`config.mk`:
```
export PLATFORM = sky130hd
export DESIGN_NAME = unary_prod_decoder
export DESIGN_NICKNAME = d
export VERILOG_FILES = /design/src/rtl/unary_prod_decoder.sv
export SDC_FILE = /design/constraint.sdc
export NUM_CORES = 1
export LEC_CHECK = 0
export ABC_AREA = 1
export BUFFER_PORTS_ARGS = -buffer_cell sky130_fd_sc_hd__buf_2
export CELL_PAD_IN_SITES_DETAIL_PLACEMENT = 1
export CELL_PAD_IN_SITES_GLOBAL_PLACEMENT = 1
export CORE_ASPECT_RATIO = 0.7
export CORE_UTILIZATION = 41
export CTS_CLUSTER_SIZE = 40
export DETAILED_ROUTE_END_ITERATION = 16
export GPL_TIMING_DRIVEN = 0
export HOLD_SLACK_MARGIN = 0.06
export PLACE_DENSITY_LB_ADDON = 0.1
export SYNTH_ARGS = -nofsm -noshare
export SYNTH_HDL_FRONTEND = slang
export SYNTH_SLANG_ARGS = --single-unit
```
`constraint.sdc`:
```
create_clock -name clk -period 2 [get_ports clk]
set_input_delay 0.4 -clock clk [delete_from_list [all_inputs] [get_ports clk]]
set_output_delay 0.4 -clock clk [all_outputs]
set_load 0.02 [all_outputs]
```
`src/rtl/unary_prod_decoder.sv`:
```
// unary_prod_decoder: counts spike_in pulses over a WINDOW-cycle frame
// opened by start, then offers the saturated count on a valid/ready port.
//
// Ports:
//   clk          rising-edge clock
//   reset_n      synchronous active-low reset
//   start        1-cycle strobe, frame samples begin on the next cycle
//   spike_in     pulse line from Product_Block 'out'
//   result       decoded pulse count, stable while result_valid=1
//   result_valid result available
//   result_ready consumer accepts on result_valid & result_ready
//   busy         high while the frame is being counted
//   overflow     count saturated this frame, qualified by result_valid
module unary_prod_decoder #(
  parameter int WINDOW = 256,
  parameter int CNT_W  = 8
) (
  input  logic             clk,
  input  logic             reset_n,
  input  logic             start,
  input  logic             spike_in,
  output logic [CNT_W-1:0] result,
  output logic             result_valid,
  input  logic             result_ready,
  output logic             busy,
  output logic             overflow
);

  localparam int WW = $clog2(WINDOW + 1);
  localparam logic [WW-1:0] LAST = WW'(WINDOW - 1);
  localparam logic [CNT_W-1:0] MAX = '1;

  typedef enum logic [1:0] {
    IDLE,
    COUNT,
    HOLD
  } state_t;

  state_t           state;
  logic [CNT_W-1:0] count;
  logic [WW-1:0]    wcnt;
  logic             ovf;

  logic             sat_hit;
  logic [CNT_W-1:0] cnt_nxt;
  logic             ovf_nxt;

  // Saturating accumulate of the current sample; also feeds the
  // result register directly on the last sample of the frame.
  always_comb begin
    sat_hit = spike_in && (count == MAX);
    cnt_nxt = count;
    if (spike_in && !sat_hit) begin
      cnt_nxt = count + 1'b1;
    end
    ovf_nxt = ovf | sat_hit;
  end

  always_ff @(posedge clk) begin
    if (!reset_n) begin
      state        <= IDLE;
      count        <= '0;
      wcnt         <= '0;
      ovf          <= 1'b0;
      result       <= '0;
      result_valid <= 1'b0;
      busy         <= 1'b0;
      overflow     <= 1'b0;
    end else begin
      unique case (state)
        IDLE: begin
          if (start) begin
            state <= COUNT;
            busy  <= 1'b1;
            count <= '0;
            wcnt  <= '0;
            ovf   <= 1'b0;
          end
        end
        COUNT: begin
          count <= cnt_nxt;
          ovf   <= ovf_nxt;
          wcnt  <= wcnt + 1'b1;
          if (wcnt == LAST) begin
            state        <= HOLD;
            busy         <= 1'b0;
            result       <= cnt_nxt;
            overflow     <= ovf_nxt;
            result_valid <= 1'b1;
          end
        end
        HOLD: begin
          // start only matters when it coincides with acceptance,
          // giving back-to-back frames with no idle gap.
          if (result_ready) begin
            result_valid <= 1'b0;
            if (start) begin
              state <= COUNT;
              busy  <= 1'b1;
              count <= '0;
              wcnt  <= '0;
              ovf   <= 1'b0;
            end else begin
              state <= IDLE;
            end
          end
        end
        default: begin
          state        <= IDLE;
          busy         <= 1'b0;
          result_valid <= 1'b0;
        end
      endcase
    end
  end

endmodule

```
* Word-level counts from Yosys, hierarchy flattened *
Cells that the tools add are included.
Widths: inputs -> output; s select.

word-level totals
  register bits after elaboration = 31
  input port bits = 5
  output and inout port bits = 11
  word-level logic and storage cells = 51

cells by class
  $add $sub $neg = 2
  equal/unequal tests = 7
  mux-type cells = 22
  bitwise operators = 2
  reductions and logical operators = 10

operator list
  kind                 count
  $pmux 9 s3           1
  $mux 8               3
  $pmux 8 s3           1
  $mux 9               2
  $add 9x1->9 const B  1
  $eq 9x8->1 const B   1
  $pmux 1 s3           3
  $add 8x1->8 const B  1
  $eq 8x8->1 const B   1
  $mux 1               8
  $mux 2               3
  $ne 2x2->1 const B   3
  $pmux 2 s3           1
  $reduce_and 2->1     3
  $reduce_and 3->1     2
  $reduce_bool 3->1    1
  $eq 2x1->1 const B   1
  $eq 2x2->1 const B   1
  $logic_and 1x1->1    2
  $logic_not 2->1      1
  $logic_not 1->1      1
  $not 1->1            1
  $or 1x1->1           1

* Longest topological paths before layout *
Gate-level depths: netlist (run 1).

  depth after elaboration = 6
  depth in mapped cells = 10
  gate-level depth less buffers = 10

* Least setup slack after synthesis (run 1) *
No wires, ideal clock.

  kind = reg-to-reg
  start = register wcnt[0]
  end = register result[2]
  library setup time = 70 ps
  arrival time = 1491 ps
  required time = 1930 ps
  setup slack = 439 ps
  stages on the path, launching flop included = 10
  buffers on the path = 1
  period minus slack after synthesis = 1561 ps
  cell sequence = dfxtp_1 -> ha_1 -> nand4_1 -> nor2_1 -> ha_1 -> inv_1 -> nor2_2 -> buf_4 -> o21ai_0 -> a21oi_1

on the way
  cells in the longest elaborated chain, start to end = 2

ends and longest elaborated chain
  what                        RTL line  text
  from (decl)                 41        logic [WW-1:0] wcnt;
  from (signal assigned)      83        wcnt <= wcnt + 1'b1;
  $eq 9x8->1                  84        if (wcnt == LAST) begin
  $reduce_and 2->1 (no line)  --
  to (signal assigned)        87        result <= cnt_nxt;
  to (decl)                   22        output logic [CNT_W-1:0] result,

Every way passes these cells.
A chain may end at the register's enable or synchronous reset.

* Worst setup path after layout (run 1) *
  start = register wcnt[0]
  end = register result[1]

The elaborated chain is that of the path after synthesis.

==> results of run 1 <==
-- metal layers --
layer	global-route usage [%]	up-vias
met1	30.68	729
met3	5.143	9
met4	8.642	0
met5	0	-
met2	34.98	29
li1	-	752
-- final cells by class --
type | instances | area share [%]
multi-input cells | 149 | 42.67
flip-flops and latches | 31 | 34.81
inverters | 28 | 5.895
repair buffers | 17 | 5.053
clock buffers | 6 | 4.632
well taps | 50 | 3.509
plain buffers | 7 | 3.158
clock inverters | 1 | 0.2807
-- where the power goes --
part            total, W  internal (W)  switching (W)
combinational  0.0000928     0.0000276      0.0000651
clock           0.000500      0.000270       0.000231
sequential      0.000634      0.000626     0.00000835
-- through the flow --
step,setup slack [ns],cells
detailed placement,0.04634,280
floorplan,0.4394,215
finish,0.2707,289
global route,0.08483,289
CTS,0.1053,287
global placement,0.1489,280
-- synthesized netlist by cell type, drive strengths merged --
| cell type | count |
|---|---|
| nand2 | 52 |
| dfxtp | 31 |
| inv | 28 |
| a21oi | 24 |
| nor2 | 18 |
| nand3 | 16 |
| o21ai | 14 |
| buf | 6 |
| nand4 | 6 |
| a21o | 4 |
| ha | 3 |
| nand3b | 3 |
| nor3 | 2 |
| o21bai | 2 |
| a211oi | 1 |
| a31oi | 1 |
| and3 | 1 |
| clkbuf | 1 |
| o211ai | 1 |
| or2 | 1 |
-- repair_timing --
item,in CTS,in global routing
buffers inserted,0,2
endpoints found under the setup margin,1,5
pin swaps,0,1
endpoints found under the hold margin,0,0
resized for setup,1,0
-- state kept, by name, summed over array words and instances (netlist names) --
signal and cells:
busy 1, count 8, overflow 1, ovf 1
result 8, result_valid 1, state 2, wcnt 9
-- cells by family after synthesis --
group	after synthesis	synth area share [%]
AND/OR/NAND/NOR	99	29.78
AO/OA/AOI/OAI	47	16.93
buffers and inverters	35	10.50
flip-flops	31	40.36
adder cells (fa/ha/maj)	3	2.441
-- worst paths after layout --
kind              cells past startpoint   endpoint
hold reg to reg                       2    wcnt[8]
hold / removal                        4  result[0]
setup / recovery                     10  result[1]
setup reg to reg                     10  result[1]
-- critical path: cells and delay by family, from the launching register on --
kind | cells | cell delay, ns
AO/OA/AOI/OAI | 2 | 0.26
buffers and inverters | 3 | 0.28
AND/OR/NAND/NOR | 3 | 0.37
flip-flops | 1 | 0.38
adder cells (fa/ha/maj) | 2 | 0.39
==> out/qor.csv, run 1 <==
stage;metric;value;unit
run_status;outcome;finished, final reports clean;
clock_network;cts_htree_levels;2;
timing;setup_repair_after_global_routing_missed_its_margin;no;
floorplanning;die_height;53.24;µm
placement;gpl.final_weighted_congestion;0.8884;
finish;final_core_utilization;50.11;%
finish;num-fill-cells;486;
finish;finalInstanceArea;1783;µm²
grt;grt_pass1_wl;6486;µm
finish;layout.cells.most_common_list;48 x nand2_1, 31 x dfxtp_1, 28 x inv_1;
clock_network;cts_num_sinks;31;
drt;total_number_of_vias;1519;
setup_path;worstSetupPathType;reg -> reg;
hold_path;hold_path_startpoint;reset_n;
timing;worst_pin_slew;0.5969;ns
floorplanning;num_rows;18;
timing;setup-tns-final;0;ns
setup_path;worst_ep_required_time;2.23;ns
flow_run;max_cap_violations;0;
timing;finalSetupViolCount;0;
logic_synthesis;synthTopCellsByArea;dfxtp_1 40%, nand2_1 12%, a21oi_1 7.5%, inv_1 6.8%, nand3_1 4.9%;
clock_network;cts-hold-fix-buffers;0;
setup_path;rrSetupSlack;0.27;ns
drt;drt-initial-drc-count;53;
logic_synthesis;yosysSeqAreaShare;40.36;%
logic_synthesis;synth-seq-cells;31;
timing;final_hold_viol_count;0;
timing;max_freq;578.3;MHz
grt;grtUsageTotal;22.66;%
drt;drt_pass1_iterations;4;
drt;avgViaCountPerCell;5.256;
grt;overflow;0;
clock_network;clk_path_buf_depth;2;
placement;dpl.hpwl;3038;µm
finish;nets;247;
logic_synthesis;synth.top_cell.area_share;40.36;%
drt;dr_wl_met2;1877;µm
grt;grt_antenna_before_repair;0;
drt;drc;0;
floorplanning;coreArea;3558;µm²
floorplanning;fp.dieW;75.20;µm
drt;met1Wirelength;1881;µm
clock_network;tritoncts;built;
drt;drt.antenna.violating_nets;0;
setup_path;worstSetupStartpointType;register;
finish;insertedDiodeCount;0;
setup_path;crit_arrival;1.96;ns
logic_synthesis;number_of_unique_standard_cell_types_used_by_synthesis;27;
setup_path;critPathMaxFanout;6;
logic_synthesis;synthesis.nets;223;
drt;met3WireLength;179;µm
finish;multi_input_area;760.7;µm²
timing;timing.final.max_slew_violations;0;
hold_path;kind_of_path_behind_the_tightest_hold_check;in -> reg;
clock_network;tritoncts.num_buffers;5;
finish;final_common_cell;nand2_1;
power;static-leakage-power;0.7861;nW
grt;grt_start_max_net_pins;11;
timing;max_clock_skew;0.007684;ns
clock_network;clock_latency_reported_for_the_late_side_of_the_worst_skew_pair;0.28;ns
setup_path;crit_path_cell_trace;ha_1, nand4_1, nor2_1, ha_1, inv_1, nor2_4, buf_4, o21ai_0, a21o_1, inv_1;
setup_path;timing.rr.start;wcnt[0];
timing;slew_headroom;60.21;%
finish;seq_area;620.6;µm²
floorplanning;num_io_pins;16;
drt;drt-total-wl;4007;µm
setup_path;slowest_delay;0.38;ns
timing;fin_crit;1.729;ns
power;ir_worst_vdd;0.0003549;V
power;pwr_density_cell;688.4;nW/µm²
setup_path;critPathSlowestCell;dfxtp_1;
timing;period_share;86.46;%
placement;portBuffers;15;
placement;place_area;1675;µm²
setup_path;timing.critical_path.from;wcnt[0];
logic_synthesis;synth.avg_cell_area;7.152;µm²
logic_synthesis;synth_top_cell_by_area;dfxtp_1;
grt;first_global_vias;1411;
setup_path;cp-end-kind;register;
drt;dr.max_layer_used;met4;
finish;post_route_cells_drive_above_1_share;17.15;%
logic_synthesis;syn-cell-area;1538;µm²
power;power;0.001227;W
clock_network;clock_tree.root_cell;clkbuf_8;
clock_network;clk_pin_slew_worst_paths;0.06;ns
logic_synthesis;syn-instance-count;215;
logic_synthesis;syn_warnings;0;
drt;route.detailed.wl_per_inst;13.87;µm
finish;layout-area-overhead-vs-synth;15.95;%
floorplanning;dieArea;4003;µm²
timing;fin_worst_hold_slack;0.4523;ns
floorplanning;floorplan.initialDensity;43.21;%
(Power assumes the default switching activity.)
==> run 2: changes to the inputs <==
- SETUP_SLACK_MARGIN: default -> 0.4
==> run 2 against run 1 <==
Against the previous run: sequential share of layout area shrank 1.4 points; critical endpoint unchanged; combinational power rose by 11%; count of clock-buffer cells in the layout stayed put; die area unchanged; power grew 0.73%; critical path depth is the same.
==> out/qor.csv, run 2 (same netlist as run 1, synthesis figures left out) <==
stage;metric;value;unit
grt;top_usage_layer;met2;
drt;drt_pass1_iterations;4;
power;static-leakage-power;0.8420;nW
timing;final_hold_viol_count;0;
floorplanning;fp.dieW;75.20;µm
grt;global_route.usage.met3;5.905;%
drt;drt.antenna.violating_nets;0;
setup_path;worst_ep_required_time;2.23;ns
hold_path;kind_of_path_behind_the_tightest_hold_check;in -> reg;
clock_network;clk_pin_slew_worst_paths;0.07;ns
floorplanning;coreArea;3558;µm²
grt;grt_antenna_before_repair;0;
clock_network;tritoncts.num_buffers;5;
drt;avgViaCountPerCell;5.246;
timing;timing.final.max_slew_violations;0;
floorplanning;num_io_pins;16;
timing;finalWorstSetupSlack;0.3545;ns
floorplanning;dieArea;4003;µm²
timing;setup_repair_after_global_routing_missed_its_margin;yes;
grt;met2_resource_use_gr;38.89;%
finish;regMostFlops;wcnt;
power;ir_worst_vdd;0.0003775;V
flow_run;max_cap_violations;0;
finish;finalInstanceArea;1891;µm²
timing;worst_pin_slew;0.6475;ns
timing;max_freq;607.7;MHz
clock_network;cts_num_sinks;31;
grt;first_global_vias;1464;
power;power;0.001236;W
finish;flip_flop_count_of_the_largest_register_after_layout;9;
setup_path;crit_arrival;1.87;ns
clock_network;clock_tree.root_cell;clkbuf_8;
power;pwr_density_cell;654.0;nW/µm²
placement;gpl.final_weighted_congestion;0.8884;
finish;layout-area-overhead-vs-synth;22.95;%
placement;dpl.hpwl;3038;µm
timing;setup-tns-final;0;ns
drt;route.detailed.wl_per_inst;14.30;µm
finish;post_route_cells_drive_above_1_share;25.10;%
finish;layout.cells.most_common_list;47 x nand2_1, 26 x inv_1, 26 x dfxtp_1;
grt;grtUsageMet1;31.06;%
drt;total_number_of_vias;1558;
grt;overflow;0;
run_status;outcome;finished, final reports clean;
timing;period_share;82.27;%
floorplanning;floorplan.initialDensity;43.21;%
placement;setup_slack_after_placement;0.04634;ns
timing;finalSetupViolCount;0;
setup_path;cp-end-kind;register;
grt;grt_start_max_net_pins;11;
clock_network;clock_latency_reported_for_the_late_side_of_the_worst_skew_pair;0.28;ns
clock_network;clk_path_buf_depth;2;
drt;drt-initial-drc-count;44;
drt;drt-total-wl;4247;µm
finish;nets;255;
placement;place_area;1675;µm²
finish;final_common_cell;nand2_1;
placement;portBuffers;15;
timing;slew_headroom;56.83;%
timing;fin_crit;1.645;ns
finish;insertedDiodeCount;0;
grt;grtUsageTotal;24.02;%
floorplanning;die_height;53.24;µm
clock_network;tritoncts;built;
timing;max_clock_skew;0.006684;ns
setup_path;worstSetupPathType;reg -> reg;
finish;reg.largest.list;wcnt: 9 flops, count: 8 flops, result: 8 flops;
setup_path;worstSetupStartpointType;register;
setup_path;critPathMaxFanout;6;
clock_network;cts_htree_levels;2;
floorplanning;num_rows;18;
drt;drc;0;
timing;fin_worst_hold_slack;0.4353;ns
grt;grt_pass1_wl;6824;µm
run 2: cell types whose count changed in the layout (fill, tap and decap cells not counted), moves of 3 or more:
cell,previous run,this run
dfxtp_1,31,26
buf_4,4,9
o21ai_1,0,4
o21ai_0,14,9
ha_1,3,0
dfxtp_2,0,3
run 2: path summary, 6_finish.rpt:
check                             start        end  slack (ns)  depth (start not counted)
worst max-delay path            wcnt[0]  result[1]        0.35                         10
worst min-delay path            reset_n  result[0]        0.44                          4
worst max register to register  wcnt[0]  result[1]        0.35                         10
worst min register to register  wcnt[8]    wcnt[8]        0.48                          2
run 2: final cells by class:
type	instances	area, µm²
clock buffers	6	82.58
well taps	50	62.56
multi-input cells	149	792.0
repair buffers	25	151.4
clock inverters	1	5.005
fillers	480	1668
flip-flops and latches	31	631.9
plain buffers	7	60.06
inverters	28	105.1
run 2: layer usage:
metal	share of wire, %	up-vias
met5	0	-
met4	1.3	0
met2	48	21
li1	-	771
met1	49	759
met3	2.5	7
run 2: metrics by stage:
stage,instances,util [%]
CTS,292,51.65
global placement,280,47.08
floorplan,215,-
detailed placement,280,47.08
finish,297,53.13
global route,297,53.13
run 2: worst max-delay path, cell delays in order (launching register included):
cell,delay (ns)
dfxtp_4,0.36
ha_4,0.13
nand4_1,0.15
nor2_2,0.12
ha_2,0.18
inv_2,0.05
nor2_4,0.17
buf_6,0.15
o21ai_1,0.06
a21o_1,0.18
inv_1,0.05
run 2: where the power goes:
group	switching [W]	internal, W
sequential	0.00000867	0.000626
clock	0.000229	0.000270
combinational	0.0000692	0.0000343
total	0.000307	0.000930
run 2: timing repair:
action,4_1_cts,5_1_grt
gates resized for setup,13,12
hold buffers,0,0
pin swaps,4,5
endpoints found under the setup margin,12,16
gates cloned,0,1
buffers inserted,5,4
endpoints found under the hold margin,0,0
